File: config.mk
export PLATFORM = sky130hd
export DESIGN_NAME = eth_rx_frame_filter
export DESIGN_NICKNAME = d
export VERILOG_FILES = /design/src/rtl/eth_rx_frame_filter.sv
export SDC_FILE = /design/constraint.sdc
export NUM_CORES = 1
export LEC_CHECK = 0
export CAP_MARGIN = 5
export CORE_MARGIN = 3
export CORE_UTILIZATION = 55
export CTS_BUF_LIST = sky130_fd_sc_hd__clkbuf_8 sky130_fd_sc_hd__clkbuf_16
export CTS_CLUSTER_DIAMETER = 60
export DETAILED_ROUTE_END_ITERATION = 6
export DONT_BUFFER_PORTS = 1
export GPL_ROUTABILITY_DRIVEN = 0
export HOLD_SLACK_MARGIN = 0.03
export PLACE_DENSITY = 0.82
export SETUP_SLACK_MARGIN = 0.15
export SYNTH_ARGS = -nofsm -noshare
export SYNTH_HDL_FRONTEND = slang
export SYNTH_SLANG_ARGS = --single-unit
File: constraint.sdc
create_clock -name clk -period 3.2 [get_ports clk]
set_input_delay 0.32 -clock clk [delete_from_list [all_inputs] [get_ports clk]]
set_output_delay 0.32 -clock clk [all_outputs]
set_load 0.02 [all_outputs]
File: src/rtl/eth_rx_frame_filter.sv
// Receive frame filter: dest-MAC / FCS / length checks on the rx byte stream,
// writing accepted frames into a ring of receive slots and committing lengths.
module eth_rx_frame_filter #(
   parameter int NBUF_LOG2 = 3,
   parameter int BUF_AW    = 11,
   parameter int MIN_LEN   = 60
) (
   input  logic                      clk,
   input  logic                      rst,
   input  logic [47:0]               mac_address,
   input  logic                      promiscuous,
   input  logic [7:0]                rx_axis_tdata,
   input  logic                      rx_axis_tvalid,
   input  logic                      rx_axis_tlast,
   input  logic                      rx_axis_tuser,
   input  logic [NBUF_LOG2:0]        firstbuf,
   output logic                      wr_en,
   output logic [NBUF_LOG2+BUF_AW-1:0] wr_addr,
   output logic [7:0]                wr_data,
   output logic                      len_wr_en,
   output logic [NBUF_LOG2-1:0]      len_wr_idx,
   output logic [BUF_AW-1:0]         len_wr_data,
   output logic [NBUF_LOG2:0]        nextbuf,
   output logic                      full,
   output logic [15:0]               cnt_filtered,
   output logic [15:0]               cnt_overrun,
   output logic [15:0]               cnt_bad
);

   localparam int PW = NBUF_LOG2 + 1;
   localparam int AW = NBUF_LOG2 + BUF_AW;

   typedef enum logic [1:0] {
      S_IDLE,
      S_HDR,
      S_BODY,
      S_DROP
   } state_t;

   state_t            state_q, state_d;
   logic [BUF_AW-1:0] byte_cnt_q, byte_cnt_d;
   logic [39:0]       dest_q, dest_d;
   logic              ovs_q, ovs_d;
   logic              drop_ovr_q, drop_ovr_d;
   logic              wr_en_q, wr_en_d;
   logic [AW-1:0]     wr_addr_q, wr_addr_d;
   logic [7:0]        wr_data_q, wr_data_d;
   logic              len_wr_en_q, len_wr_en_d;
   logic [NBUF_LOG2-1:0] len_idx_q, len_idx_d;
   logic [BUF_AW-1:0] len_data_q, len_data_d;
   logic [PW-1:0]     nextbuf_q, nextbuf_d;
   logic [15:0]       cnt_filt_q, cnt_filt_d;
   logic [15:0]       cnt_ovr_q, cnt_ovr_d;
   logic [15:0]       cnt_bad_q, cnt_bad_d;

   logic              full_c;
   logic [47:0]       dest_shift;
   logic              match;
   logic              cnt_max;
   logic [BUF_AW:0]   frame_len;
   logic              inc_bad, inc_filt, inc_ovr;
   logic              body_bad;

   // Ring full when producer is exactly one lap ahead of the consumer.
   assign full_c = (nextbuf_q == {~firstbuf[NBUF_LOG2],
                                  firstbuf[NBUF_LOG2-1:0]});

   assign dest_shift = {dest_q, rx_axis_tdata};
   assign match = promiscuous
                | (dest_shift[47:24] == 24'h01005E)
                | (dest_shift == 48'hFFFF_FFFF_FFFF)
                | (dest_shift == mac_address);

   assign cnt_max   = (byte_cnt_q == '1);
   assign frame_len = {1'b0, byte_cnt_q} + (BUF_AW+1)'(1);
   assign body_bad  = rx_axis_tuser | ovs_q | cnt_max
                    | (frame_len < (BUF_AW+1)'(MIN_LEN));

   always_comb begin
      state_d     = state_q;
      byte_cnt_d  = byte_cnt_q;
      dest_d      = dest_q;
      ovs_d       = ovs_q;
      drop_ovr_d  = drop_ovr_q;
      wr_en_d     = 1'b0;
      wr_addr_d   = wr_addr_q;
      wr_data_d   = wr_data_q;
      len_wr_en_d = 1'b0;
      len_idx_d   = len_idx_q;
      len_data_d  = len_data_q;
      nextbuf_d   = nextbuf_q;
      inc_bad     = 1'b0;
      inc_filt    = 1'b0;
      inc_ovr     = 1'b0;

      unique case (state_q)
         S_IDLE: begin
            byte_cnt_d = '0;
            if (rx_axis_tvalid) begin
               if (full_c) begin
                  drop_ovr_d = 1'b1;
                  if (rx_axis_tlast) inc_ovr = 1'b1;
                  else               state_d = S_DROP;
               end else begin
                  wr_en_d   = 1'b1;
                  wr_addr_d = {nextbuf_q[NBUF_LOG2-1:0], byte_cnt_q};
                  wr_data_d = rx_axis_tdata;
                  dest_d    = dest_shift[39:0];
                  ovs_d     = 1'b0;
                  if (rx_axis_tlast) begin
                     inc_bad = 1'b1;
                  end else begin
                     byte_cnt_d = BUF_AW'(1);
                     state_d    = S_HDR;
                  end
               end
            end
         end
         S_HDR: begin
            if (rx_axis_tvalid) begin
               wr_en_d    = 1'b1;
               wr_addr_d  = {nextbuf_q[NBUF_LOG2-1:0], byte_cnt_q};
               wr_data_d  = rx_axis_tdata;
               dest_d     = dest_shift[39:0];
               byte_cnt_d = byte_cnt_q + BUF_AW'(1);
               if (rx_axis_tlast) begin
                  inc_bad    = 1'b1;
                  byte_cnt_d = '0;
                  state_d    = S_IDLE;
               end else if (byte_cnt_q == BUF_AW'(5)) begin
                  drop_ovr_d = 1'b0;
                  state_d    = match ? S_BODY : S_DROP;
               end
            end
         end
         S_BODY: begin
            if (rx_axis_tvalid) begin
               // The last slot offset is written, then the frame is oversize.
               if (!ovs_q) begin
                  wr_en_d   = 1'b1;
                  wr_addr_d = {nextbuf_q[NBUF_LOG2-1:0], byte_cnt_q};
                  wr_data_d = rx_axis_tdata;
                  if (cnt_max) ovs_d = 1'b1;
                  else         byte_cnt_d = byte_cnt_q + BUF_AW'(1);
               end
               if (rx_axis_tlast) begin
                  state_d    = S_IDLE;
                  byte_cnt_d = '0;
                  ovs_d      = 1'b0;
                  if (body_bad) begin
                     inc_bad = 1'b1;
                  end else begin
                     len_wr_en_d = 1'b1;
                     len_idx_d   = nextbuf_q[NBUF_LOG2-1:0];
                     len_data_d  = frame_len[BUF_AW-1:0];
                     nextbuf_d   = nextbuf_q + PW'(1);
                  end
               end
            end
         end
         S_DROP: begin
            if (rx_axis_tvalid && rx_axis_tlast) begin
               state_d    = S_IDLE;
               byte_cnt_d = '0;
               if (drop_ovr_q) inc_ovr  = 1'b1;
               else            inc_filt = 1'b1;
            end
         end
         default: state_d = S_IDLE;
      endcase

      cnt_bad_d  = (inc_bad && cnt_bad_q != '1)
                 ? cnt_bad_q + 16'd1 : cnt_bad_q;
      cnt_filt_d = (inc_filt && cnt_filt_q != '1)
                 ? cnt_filt_q + 16'd1 : cnt_filt_q;
      cnt_ovr_d  = (inc_ovr && cnt_ovr_q != '1)
                 ? cnt_ovr_q + 16'd1 : cnt_ovr_q;
   end

   always_ff @(posedge clk) begin
      if (rst) begin
         state_q     <= S_IDLE;
         byte_cnt_q  <= '0;
         dest_q      <= '0;
         ovs_q       <= 1'b0;
         drop_ovr_q  <= 1'b0;
         wr_en_q     <= 1'b0;
         wr_addr_q   <= '0;
         wr_data_q   <= '0;
         len_wr_en_q <= 1'b0;
         len_idx_q   <= '0;
         len_data_q  <= '0;
         nextbuf_q   <= '0;
         cnt_filt_q  <= '0;
         cnt_ovr_q   <= '0;
         cnt_bad_q   <= '0;
      end else begin
         state_q     <= state_d;
         byte_cnt_q  <= byte_cnt_d;
         dest_q      <= dest_d;
         ovs_q       <= ovs_d;
         drop_ovr_q  <= drop_ovr_d;
         wr_en_q     <= wr_en_d;
         wr_addr_q   <= wr_addr_d;
         wr_data_q   <= wr_data_d;
         len_wr_en_q <= len_wr_en_d;
         len_idx_q   <= len_idx_d;
         len_data_q  <= len_data_d;
         nextbuf_q   <= nextbuf_d;
         cnt_filt_q  <= cnt_filt_d;
         cnt_ovr_q   <= cnt_ovr_d;
         cnt_bad_q   <= cnt_bad_d;
      end
   end

   assign wr_en        = wr_en_q;
   assign wr_addr      = wr_addr_q;
   assign wr_data      = wr_data_q;
   assign len_wr_en    = len_wr_en_q;
   assign len_wr_idx   = len_idx_q;
   assign len_wr_data  = len_data_q;
   assign nextbuf      = nextbuf_q;
   assign full         = full_c;
   assign cnt_filtered = cnt_filt_q;
   assign cnt_overrun  = cnt_ovr_q;
   assign cnt_bad      = cnt_bad_q;

endmodule

== Yosys cells after proc, flatten, opt, wreduce, memory -nomap -nowiden ==
Index checks and enable logic that the tools add are counted.
Operators by class
  bitwise operators: 11
  magnitude comparators: 1
  muxes and demuxes: 75
  equal/unequal tests: 26
  reductions and logical operators: 16
  $add $sub $neg: 6
Operators by type and width (count)
  two-way mux 40 bit: 3
  one-hot mux 40 bit (2 select lines): 1
  two-way mux 11 bit: 7
  two-way mux 14 bit: 5
  adder 16 x 1 -> 16 bit (second input constant): 3
  equality test 48 bit: 1
  equality test 48 bit (second input constant): 1
  != test 16 bit (second input constant): 3
  one-hot mux 11 bit (4 select lines): 1
  one-hot mux 14 bit (3 select lines): 1
  two-way mux 8 bit: 5
  two-way mux 1 bit: 35
  equality test 24 x 17 -> 1 bit (second input constant): 1
  one-hot mux 8 bit (3 select lines): 1
  != test 2 bit (second input constant): 11
  two-way mux 2 bit: 10
  adder 11 x 1 -> 12 bit (second input constant): 1
  less-than comparator 12 x 6 -> 1 bit (second input constant): 1
  AND reduction 4 bit: 3
  AND reduction 6 bit: 2
  adder 11 x 1 -> 11 bit (second input constant): 1
  equality test 11 bit (second input constant): 1
  equality test 11 x 3 -> 1 bit (second input constant): 1
  != test 3 bit (second input constant): 3
  16 further kinds: 33
Word-level totals
  flip-flop bits (word level): 145
  word-level logic and storage cells: 150

== Logic depth before layout (Yosys ltp) ==
Gate-level depths: netlist of run 1.
  depth in word-level cells: 9
  mapped depth: 11
  gate-level depth less buffers: 9

== Worst setup path before layout of run 1 ==
Ideal clock, no wire load.
  path kind: register to register
  from: register nextbuf_q[2] (netlist: nextbuf[2])
  to: register cnt_ovr_q[8] (netlist: cnt_overrun[8])
  arrival time: 2211 ps
  cell stages (with the launch flop): 8
  path slack: 861 ps
  required time: 3072 ps
  period minus slack after synthesis: 2339 ps
  cell sequence: dfxtp_1 xor2_1 nor4_4 nand2_1 a211oi_2 nand4_1 xor2_1 nor2_1
Between the ends
  cells in the longest elaborated chain, start to end: 5
Ends and longest elaborated chain
  start: declaration: line 51  | logic [PW-1:0] nextbuf_q, nextbuf_d;
  start signal: assignment: line 209  | nextbuf_q <= nextbuf_d;
  equality test 4 bit: line 65  | assign full_c = (nextbuf_q == {~firstbuf[NBUF_LOG2],
  via full: line 24  | output logic full,
  two-way mux 1 bit: line 100  | if (full_c) begin
  two-way mux 1 bit: line 99  | if (rx_axis_tvalid) begin
  one-hot mux 1 bit (2 select lines): line 96  | unique case (state_q)
  logical AND 1 bit: line 176  | cnt_ovr_d = (inc_ovr && cnt_ovr_q != '1)
  end signal: assignment: line 211  | cnt_ovr_q <= cnt_ovr_d;
  end: declaration: line 53  | logic [15:0] cnt_ovr_q, cnt_ovr_d;
The timed path passes the listed nets, and every way through them passes these cells.
A chain may end at the register's enable or synchronous reset.

== Final worst setup path of run 1 ==
  from: register byte_cnt_q[0]
  to: register cnt_bad_q[14] (netlist: cnt_bad[14])
Between the ends
  cells in the longest elaborated chain, start to end: 8
Ends and longest elaborated chain
  start: declaration: line 41  | logic [BUF_AW-1:0] byte_cnt_q, byte_cnt_d;
  start signal: assignment: line 199  | byte_cnt_q <= byte_cnt_d;
  adder 11 x 1 -> 12 bit / equality test 11 bit (equally long branches): line 75, 74
  less-than comparator 12 x 6 -> 1 bit / bitwise OR 1 bit (equally long branches): line 77, 76
  bitwise OR 1 bit *: line 77  | | (frame_len < (BUF_AW+1)'(MIN_LEN));
  two-way mux 1 bit *: line 150  | if (body_bad) begin
  two-way mux 1 bit *: line 146  | if (rx_axis_tlast) begin
  two-way mux 1 bit *: line 137  | if (rx_axis_tvalid) begin
  one-hot mux 1 bit (3 select lines) *: line 96
  logical AND 1 bit *: line 172  | cnt_bad_d = (inc_bad && cnt_bad_q != '1)
  end signal: assignment: line 212  | cnt_bad_q <= cnt_bad_d;
  end: declaration: line 54  | logic [15:0] cnt_bad_q, cnt_bad_d;
Mark *: on every way between the ends. The rest lies on a longest branch, timed or not.

==> results of run 1 <==
-- cell families (layout without fill, tap and decap cells) --
kind of cell / after synthesis / in the layout / share of synthesized area
adder cells (fa/ha/maj): 12 / 12 / 0.02083
AND/OR/NAND/NOR: 376 / 376 / 0.2537
flip-flops: 145 / 145 / 0.4026
buffers and inverters: 60 / 69 / 0.03784
multiplexers: 38 / 38 / 0.05415
AO/OA/AOI/OAI: 133 / 133 / 0.1166
XOR/XNOR: 94 / 94 / 0.1142
-- worst max-delay path, stage by stage (launching register included) --
cell     delay, ps
dfxtp_1        540
ha_2           340
and4_1         260
nand3_1        190
mux2i_1        320
nand4_2        240
a21oi_2        290
and4_1         240
mux2_1         320
-- final timing paths --
path / cells after the start / from / end
worst max register to register: 8 / byte_cnt_q[0]$_SDFFE_PP0P_ / cnt_bad[14]$_SDFFE_PP0P_
worst min register to register: 2 / dest_q[32]$_SDFFE_PP0P_ / dest_q[32]$_SDFFE_PP0P_
worst min-delay path: 2 / rx_axis_tdata[4] / wr_data[4]$_SDFFE_PP0P_
worst max-delay path: 8 / byte_cnt_q[0]$_SDFFE_PP0P_ / cnt_bad[14]$_SDFFE_PP0P_
-- where the power goes --
| group | switching (uW) | leakage, uW | internal, uW |
|---|---|---|---|
| clock | 786 | 0.000315 | 1420 |
| sequential | 144 | 0.00117 | 1890 |
| combinational | 494 | 0.00157 | 270 |
| total | 1420 | 0.00306 | 3580 |
-- final cells by class --
class                   count  share of cell area
multi-input cells         653              0.5008
well taps                 172             0.02653
repair buffers             24             0.02715
clock inverters            13             0.02576
clock buffers              19             0.05585
flip-flops and latches    145              0.3579
inverters                  13            0.006017
-- stage by stage --
stage / total power (uW) / area [sq um] / setup slack [ps] / util / hold slack (ps)
6_report: 5005 / 8110 / 368.3 / 0.6375 / 45.92
5_1_grt: 5198 / 8110 / 170.7 / 0.6375 / 50.05
4_1_cts: 5018 / 8108 / 316.6 / 0.6373 / 32.77
3_5_place_dp: 2781 / 7338 / 393.4 / 0.5768 / 411.2
3_3_place_gp: 2766 / 7338 / 509.7 / 0.5768 / 408.9
2_1_floorplan: 2616 / 7209 / 861.0 / - / 456.0
-- sequential cells by signal, summed over array words and instances (netlist names), 2 cells and up --
| register | flops |
|---|---|
| wr_data | 8 |
| state_q | 2 |
| cnt_overrun | 16 |
| cnt_filtered | 16 |
| nextbuf | 4 |
| cnt_bad | 16 |
| len_wr_idx | 3 |
| byte_cnt_q | 11 |
| dest_q | 40 |
| len_wr_data | 11 |
| wr_addr | 14 |
-- metal layers --
layer	global-route usage	vias to the layer above	part of all wire
met5	0	-	0
met1	0.3251	2934	0.42
met2	0.3884	276	0.45
met4	0.08357	0	0.021
li1	-	2983	-
met3	0.1165	30	0.10
-- Yosys cell counts (all sizes together), types with 10 or more instances --
cell / instances
a211oi: 19
a21oi: 67
and3: 14
and4: 10
buf: 15
clkbuf: 32
dfxtp: 145
ha: 12
inv: 13
mux2i: 30
nand2: 114
nand3: 32
nand4: 33
nor2: 101
nor2b: 11
nor3: 12
nor4: 21
o21ai: 18
xnor2: 23
xor2: 71
-- timing repair --
| action | in CTS | in global routing |
|---|---|---|
| setup endpoints to repair | 0 | 1 |
| endpoints found under the hold margin | 127 | 0 |
| hold buffers | 9 | 0 |
| resized for setup | 0 | 1 |
==> flow_metrics.env, run 1 <==
export IMPL_outcome="finished clean"
export IMPL_grt_pass1_wl_mm=29.70
export IMPL_power_per_cell_area_nw_per_um2=617.1
export IMPL_drtIter0Drc=562
export IMPL_slew_headroom=0.3424
export IMPL_viasPerCell=5.989
export IMPL_synth_top_cell_area_share=0.4026
export IMPL_final_period_utilization=0.8849
export IMPL_grt_max_degree=128
export IMPL_layout_commonest_cell="dfxtp_1"
export IMPL_regArea_sq_um=2903
export IMPL_dr_pass1_iters=5
export IMPL_synth_seq_area_share=0.4026
export IMPL_core_sq_um=12720
export IMPL_die_w_um=120.5
export IMPL_postCtsSetupRepairBufs=0
export IMPL_syn_cell_area_sq_um=7209
export IMPL_dp_cells=998
export IMPL_start_util=0.5667
export IMPL_r2r_setup_slack_ps=370
export IMPL_ios=157
export IMPL_num_rows=41
export IMPL_drive_above_1_share=0.07728
export IMPL_antenna_found_initial=0
export IMPL_fillCellCount=1086
export IMPL_antenna_cells=0
export IMPL_dieArea_sq_um=14520
export IMPL_wl_per_cell_um=17.91
export IMPL_via_count=6223
export IMPL_synth_distinct_cells=59
export IMPL_root_buffer="clkbuf_16"
export IMPL_grt_pass1_vias=5882
export IMPL_critPathRequiredTime_ps=3510
export IMPL_numCtsBuffers=17
export IMPL_tns_ps=0
export IMPL_path_clk_slew_ps=60
export IMPL_ant_nets=0
export IMPL_clk_path_buf_depth=2
export IMPL_finalNetCount=932
export IMPL_endpoint_kind="flip-flop"
export IMPL_multiInputGateArea_sq_um=4061
export IMPL_area_growth_pct=12.50
export IMPL_synthTopCellsByArea="dfxtp_1, xor2_1, nand2_1, nor2_1, a21oi_1"
export IMPL_maxCapViolCount=0
export IMPL_leakagePower_uw=0.003057
export IMPL_finalWirelength_mm=18.61
export IMPL_async_reset_ff_frac=0
export IMPL_overflow=0
export IMPL_fmax_ghz=0.3531
export IMPL_synth_nets=936
export IMPL_drcViolationCount=0
export IMPL_yosysTopAreaCell="dfxtp_1"
export IMPL_syn_inst=858
export IMPL_hold_viol=0
export IMPL_die_h_um=120.5
export IMPL_cts_sinks=145
export IMPL_hp_class="primary input to flip-flop"
export IMPL_cp_max_fo=11
export IMPL_fin_skew_ps=14.11
export IMPL_synth_edf_count=0
export IMPL_worst_pin_slew_ps=984.1
export IMPL_worst_skew_pair_late_latency_ps=430
export IMPL_finalMaxSlewViolations=0
export IMPL_track_usage=0.2561
export IMPL_avgSynthCellArea_sq_um=8.403
export IMPL_worst_ep_arrival_time_ps=3140
export IMPL_ir_drop_mv=0.5335
export IMPL_synthFlopType="dfxtp_1"
export IMPL_finalSetupViolations=0
export IMPL_synth_seq_cells=145
export IMPL_htreeDepth=4
export IMPL_rsz0062_at_grt="false"
export IMPL_ys_warnings_count=0
export IMPL_final_cell_count_no_fill=1039
export IMPL_cp_start_kind="flip-flop"
export IMPL_critical_path_class="flip-flop to flip-flop"
export IMPL_period_minus_slack_ps=2832
export IMPL_most_common_layout_cells="dfxtp_1, nand2_1, nor2_1"
export IMPL_io_buffers=0
export IMPL_hpwl_mm=12.79
export IMPL_cts_tree="yes"
Note: power is estimated with default switching activity, not from simulation.
==> run 2: changes to the inputs <==
==> constraint.sdc (replaced) <==
create_clock -name clk -period 3.2 [get_ports clk]
set_input_delay 0.16 -clock clk [delete_from_list [all_inputs] [get_ports clk]]
set_output_delay 0.16 -clock clk [all_outputs]
set_load 0.02 [all_outputs]
==> run 2 against run 1 <==
Register-to-register slack about the same. Clock skew down 1.1 ps. Power about the same. Sequential share of layout area down 0.13 points. Via count up 0.55%. Critical path depth unchanged. Sequential cell count unchanged. Setup slack better by 5.0 ps. Routed wire length about the same. Combinational power up 0.9%. Clock-buffer cell count unchanged. Global-route usage up 0.15 points.
==> flow_metrics.env, run 2 (same netlist as run 1, synthesis figures left out) <==
export IMPL_hp_class="primary input to flip-flop"
export IMPL_die_h_um=120.5
export IMPL_num_rows=41
export IMPL_pre_cts_ws_ps=393.4
export IMPL_cp_cell_sequence="ha_2 -> and4_1 -> nand3_1 -> mux2i_1 -> nand4_2 -> a21oi_2 -> and4_1 -> mux2_1"
export IMPL_p_int_uw=3583
export IMPL_final_period_utilization=0.8834
export IMPL_drtIter0Drc=530
export IMPL_drive_above_1_share=0.07701
export IMPL_finalMaxSlewViolations=0
export IMPL_hold_ws_ps=62.15
export IMPL_maxCapViolCount=0
export IMPL_finalSetupViolations=0
export IMPL_dr_pass1_iters=5
export IMPL_r2r_start="byte_cnt_q[0]$_SDFFE_PP0P_"
export IMPL_grt_max_degree=148
export IMPL_critPathRequiredTime_ps=3510
export IMPL_utilization=0.6399
export IMPL_ios=157
export IMPL_layout_commonest_cell="dfxtp_1"
export IMPL_clk_path_buf_depth=2
export IMPL_antenna_cells=0
export IMPL_htreeDepth=4
export IMPL_hold_viol=0
export IMPL_postCtsSetupRepairBufs=0
export IMPL_power_per_cell_area_nw_per_um2=615.4
export IMPL_hold_depth=3
export IMPL_setup_ws_ps=373.2
export IMPL_grt_pass1_vias=5934
export IMPL_via_count=6257
export IMPL_drcViolationCount=0
export IMPL_most_common_layout_cells="dfxtp_1, nand2_1, nor2_1"
export IMPL_track_usage=0.2576
export IMPL_io_buffers=0
export IMPL_max_stage_delay_ps=530
export IMPL_worst_ep_arrival_time_ps=3130
export IMPL_antenna_found_initial=0
export IMPL_die_w_um=120.5
export IMPL_largest_register_ffs=40
export IMPL_ant_nets=0
export IMPL_slew_headroom=0.3429
export IMPL_cts_tree="yes"
export IMPL_start_util=0.5667
export IMPL_fin_skew_ps=13.05
export IMPL_p_clk_frac=0.441
export IMPL_outcome="finished clean"
export IMPL_finalWirelength_mm=18.63
export IMPL_multiInputGateArea_sq_um=4061
export IMPL_cp_max_fo=11
export IMPL_worst_pin_slew_ps=983.3
export IMPL_regArea_sq_um=2903
export IMPL_fillCellCount=1083
export IMPL_dieArea_sq_um=14520
export IMPL_tns_ps=0
export IMPL_reg2reg_to="cnt_bad[14]$_SDFFE_PP0P_"
export IMPL_ir_drop_mv=0.5354
export IMPL_overflow=0
export IMPL_finalNetCount=935
export IMPL_top_register="dest_q"
export IMPL_grt_pass1_wl_mm=29.90
export IMPL_rr_worst_depth=8
export IMPL_area_growth_pct=12.91
export IMPL_root_buffer="clkbuf_16"
export IMPL_leakagePower_uw=0.003069
export IMPL_cpMaxStageDelayCell="dfxtp_1"
export IMPL_numCtsBuffers=17
export IMPL_p_comb_frac=0.154
export IMPL_period_minus_slack_ps=2827
export IMPL_r2r_setup_slack_ps=370
export IMPL_endpoint_kind="flip-flop"
export IMPL_hpwl_mm=12.79
export IMPL_fmax_ghz=0.3538
export IMPL_cp_start_kind="flip-flop"
export IMPL_rsz0062_at_grt="false"
export IMPL_hold_end="state_q[0]$_SDFFE_PP0P_"
export IMPL_switching_power_uw=1426
export IMPL_cts_sinks=145
export IMPL_wl_per_cell_um=17.88
export IMPL_power_uw=5009
export IMPL_viasPerCell=6.005
export IMPL_worst_skew_pair_late_latency_ps=430
export IMPL_core_sq_um=12720
export IMPL_cp_startpoint="byte_cnt_q[0]$_SDFFE_PP0P_"
export IMPL_path_clk_slew_ps=60
export IMPL_crit_top_cell="and4_1"
export IMPL_sequentialPowerShare=0.405
export IMPL_critical_path_class="flip-flop to flip-flop"
export IMPL_p_sw_frac=0.2847
export IMPL_hold_start="promiscuous"
-- run 2: stage by stage --
| step | cell area [sq um] | std cells |
|---|---|---|
| floorplan | 7209 | 858 |
| global placement | 7338 | 998 |
| detailed placement | 7338 | 998 |
| CTS | 8138 | 1042 |
| global route | 8140 | 1042 |
| finish | 8140 | 1042 |
-- run 2: how the worst max path moves through the flow --
stage	to	cells past startpoint
floorplan	cnt_overrun[8]$_SDFFE_PP0P_	7
global placement	cnt_bad[14]$_SDFFE_PP0P_	8
detailed placement	cnt_bad[14]$_SDFFE_PP0P_	8
CTS	cnt_bad[14]$_SDFFE_PP0P_	8
global route	cnt_bad[14]$_SDFFE_PP0P_	8
finish	cnt_bad[14]$_SDFFE_PP0P_	8
-- run 2: layout make-up --
class | count | share of cell area
timing repair buffer | 27 | 0.03074
clock buffer | 19 | 0.05564
inverter | 13 | 0.005994
multi-input combinational | 653 | 0.4989
clock inverter | 13 | 0.02567
sequential | 145 | 0.3566
tap | 172 | 0.02644
-- run 2: critical path: cells and delay by family, from the launching register on --
family	cells	cell delay (ps)
AO/OA/AOI/OAI	1	290
flip-flops	1	530
AND/OR/NAND/NOR	4	920
multiplexers	2	640
adder cells (fa/ha/maj)	1	330
-- run 2: power by group through the flow --
stage	registers [uW]	logic [uW]	clock network, uW
3_3_place_gp	2060	702	0
2_1_floorplan	2030	587	0
5_1_grt	2040	856	2310
3_5_place_dp	2070	714	0
6_report	2030	771	2210
4_1_cts	2030	764	2240
-- run 2: repair_timing --
| item | CTS | global route |
|---|---|---|
| setup endpoints to repair | 0 | 1 |
| resized for setup | 0 | 1 |
| endpoints found under the hold margin | 140 | 0 |
| hold buffers | 12 | 0 |
-- run 2: per-layer routing --
metal,part of all wire,track usage,up-vias
li1,-,-,2993
met1,0.42,0.3275,2920
met2,0.45,0.3863,307
met3,0.11,0.1179,37
met4,0.023,0.09065,0
met5,0,0,-
==> run 3: changes to the inputs <==
--- a/config.mk
+++ b/config.mk
@@ -18,2 +18,3 @@
 export SETUP_SLACK_MARGIN = 0.15
+export SKIP_LAST_GASP = 1
 export SYNTH_ARGS = -nofsm -noshare
==> constraint.sdc (replaced) <==
create_clock -name clk -period 3.2 [get_ports clk]
set_input_delay 0 -clock clk [delete_from_list [all_inputs] [get_ports clk]]
set_output_delay 0 -clock clk [all_outputs]
set_load 0.02 [all_outputs]
==> run 3 against run 2 <==
Global-route usage shrank 0.10 points. Non-clock buffer count increased by 3. Combinational power is 0.8% higher. Critical path type unchanged. First-iteration DRC count fell by 8.1%. Power hardly changed. Via count barely moved. Largest power group unchanged.
==> flow_metrics.env, run 3 (same netlist as run 1, synthesis figures left out) <==
export IMPL_maxCapViolCount=0
export IMPL_hold_ws_ps=17.37
export IMPL_grt_pass1_vias=5921
export IMPL_postCtsSetupRepairBufs=0
export IMPL_grt_pass1_wl_mm=29.89
export IMPL_ios=157
export IMPL_htreeDepth=4
export IMPL_largest_register_ffs=40
export IMPL_power_uw=5013
export IMPL_track_usage=0.2565
export IMPL_core_sq_um=12720
export IMPL_path_clk_slew_ps=60
export IMPL_power_per_cell_area_nw_per_um2=613.6
export IMPL_die_h_um=120.5
export IMPL_slew_headroom=0.3476
export IMPL_layout_commonest_cell="dfxtp_1"
export IMPL_wl_per_cell_um=17.77
export IMPL_tns_ps=0
export IMPL_hp_class="primary input to flip-flop"
export IMPL_drcViolationCount=0
export IMPL_ir_drop_mv=0.5341
export IMPL_grt_max_degree=152
export IMPL_fmax_ghz=0.3523
export IMPL_finalNetCount=938
export IMPL_critical_path_class="flip-flop to flip-flop"
export IMPL_cp_max_fo=11
export IMPL_cts_sinks=145
export IMPL_leakagePower_uw=0.003076
export IMPL_period_minus_slack_ps=2839
export IMPL_drive_above_1_share=0.07675
export IMPL_worst_skew_pair_late_latency_ps=430
export IMPL_hold_viol=0
export IMPL_cp_start_kind="flip-flop"
export IMPL_finalWirelength_mm=18.57
export IMPL_drtIter0Drc=487
export IMPL_numCtsBuffers=17
export IMPL_worst_ep_arrival_time_ps=3130
export IMPL_worst_pin_slew_ps=976.2
export IMPL_cts_tree="yes"
export IMPL_root_buffer="clkbuf_16"
export IMPL_clk_path_buf_depth=2
export IMPL_critPathRequiredTime_ps=3500
export IMPL_via_count=6261
export IMPL_area_growth_pct=13.33
export IMPL_final_period_utilization=0.8871
export IMPL_fin_skew_ps=13.84
export IMPL_io_buffers=0
export IMPL_rsz0062_at_grt="false"
export IMPL_finalSetupViolations=0
export IMPL_ant_nets=0
export IMPL_antenna_found_initial=0
export IMPL_overflow=0
export IMPL_die_w_um=120.5
export IMPL_endpoint_kind="flip-flop"
export IMPL_fillCellCount=1078
export IMPL_num_rows=41
export IMPL_antenna_cells=0
export IMPL_start_util=0.5667
export IMPL_dr_pass1_iters=7
export IMPL_viasPerCell=5.991
export IMPL_dieArea_sq_um=14520
export IMPL_outcome="finished clean"
export IMPL_most_common_layout_cells="dfxtp_1, nand2_1, nor2_1"
export IMPL_top_register="dest_q"
export IMPL_finalMaxSlewViolations=0
export IMPL_hpwl_mm=12.79
==> run 3: through the flow <==
| step | std cells | util | setup slack [ps] | cell area (sq um) |
|---|---|---|---|---|
| 2_1_floorplan | 858 | - | 861.0 | 7209 |
| 3_3_place_gp | 998 | 0.5768 | 509.7 | 7338 |
| 3_5_place_dp | 998 | 0.5768 | 393.4 | 7338 |
| 4_1_cts | 1045 | 0.6420 | 303.4 | 8168 |
| 5_1_grt | 1045 | 0.6422 | 167.3 | 8170 |
| 6_report | 1045 | 0.6422 | 361.4 | 8170 |
==> run 3: layout make-up <==
cell class,count,area [sq um],share of cell area
Tap cell,172,215.2,0.02634
Sequential cell,145,2903,0.3553
Clock inverter,13,209.0,0.02557
Clock buffer,19,452.9,0.05544
Timing Repair Buffer,30,280.3,0.03430
Inverter,13,48.80,0.005972
Multi-Input combinational cell,653,4061,0.4971
==> run 3: worst paths after layout <==
kind / cells past startpoint / startpoint / to / slack, ps
max: 9 / byte_cnt_q[0]$_SDFFE_PP0P_ / nextbuf[2]$_SDFFE_PP0P_ / 360
min: 2 / rst / wr_addr[11]$_SDFFE_PP0P_ / 20
min reg2reg: 2 / dest_q[32]$_SDFFE_PP0P_ / dest_q[32]$_SDFFE_PP0P_ / 500
max reg2reg: 9 / byte_cnt_q[0]$_SDFFE_PP0P_ / nextbuf[2]$_SDFFE_PP0P_ / 360
==> run 3: report_power, final <==
part | internal [uW] | switching (uW)
clock network | 1420 | 782
logic | 273 | 504
registers | 1890 | 143
total | 3580 | 1430
==> run 3: per-layer routing <==
metal | up-vias | global-route usage | share of wire
li1 | 3003 | - | -
met1 | 2925 | 0.3221 | 0.42
met2 | 295 | 0.3912 | 0.45
met3 | 38 | 0.1188 | 0.10
met4 | 0 | 0.08499 | 0.023
met5 | - | 0 | 0
==> run 3: critical path: stages, from the launching register on <==
cell and delay (ps):
dfxtp_1 530, ha_2 340, and4_1 260, nand3_1 180
mux2i_1 320, a31oi_2 180, nand3_1 110, dlygate4sd3_1 560
xor2_1 180, nor2_1 50
==> run 3: what timing repair did <==
item / 4_1_cts / 5_1_grt
endpoints found under the hold margin: 145 / 0
resized for setup: 0 / 1
setup endpoints to repair: 0 / 2
hold buffers: 15 / 0
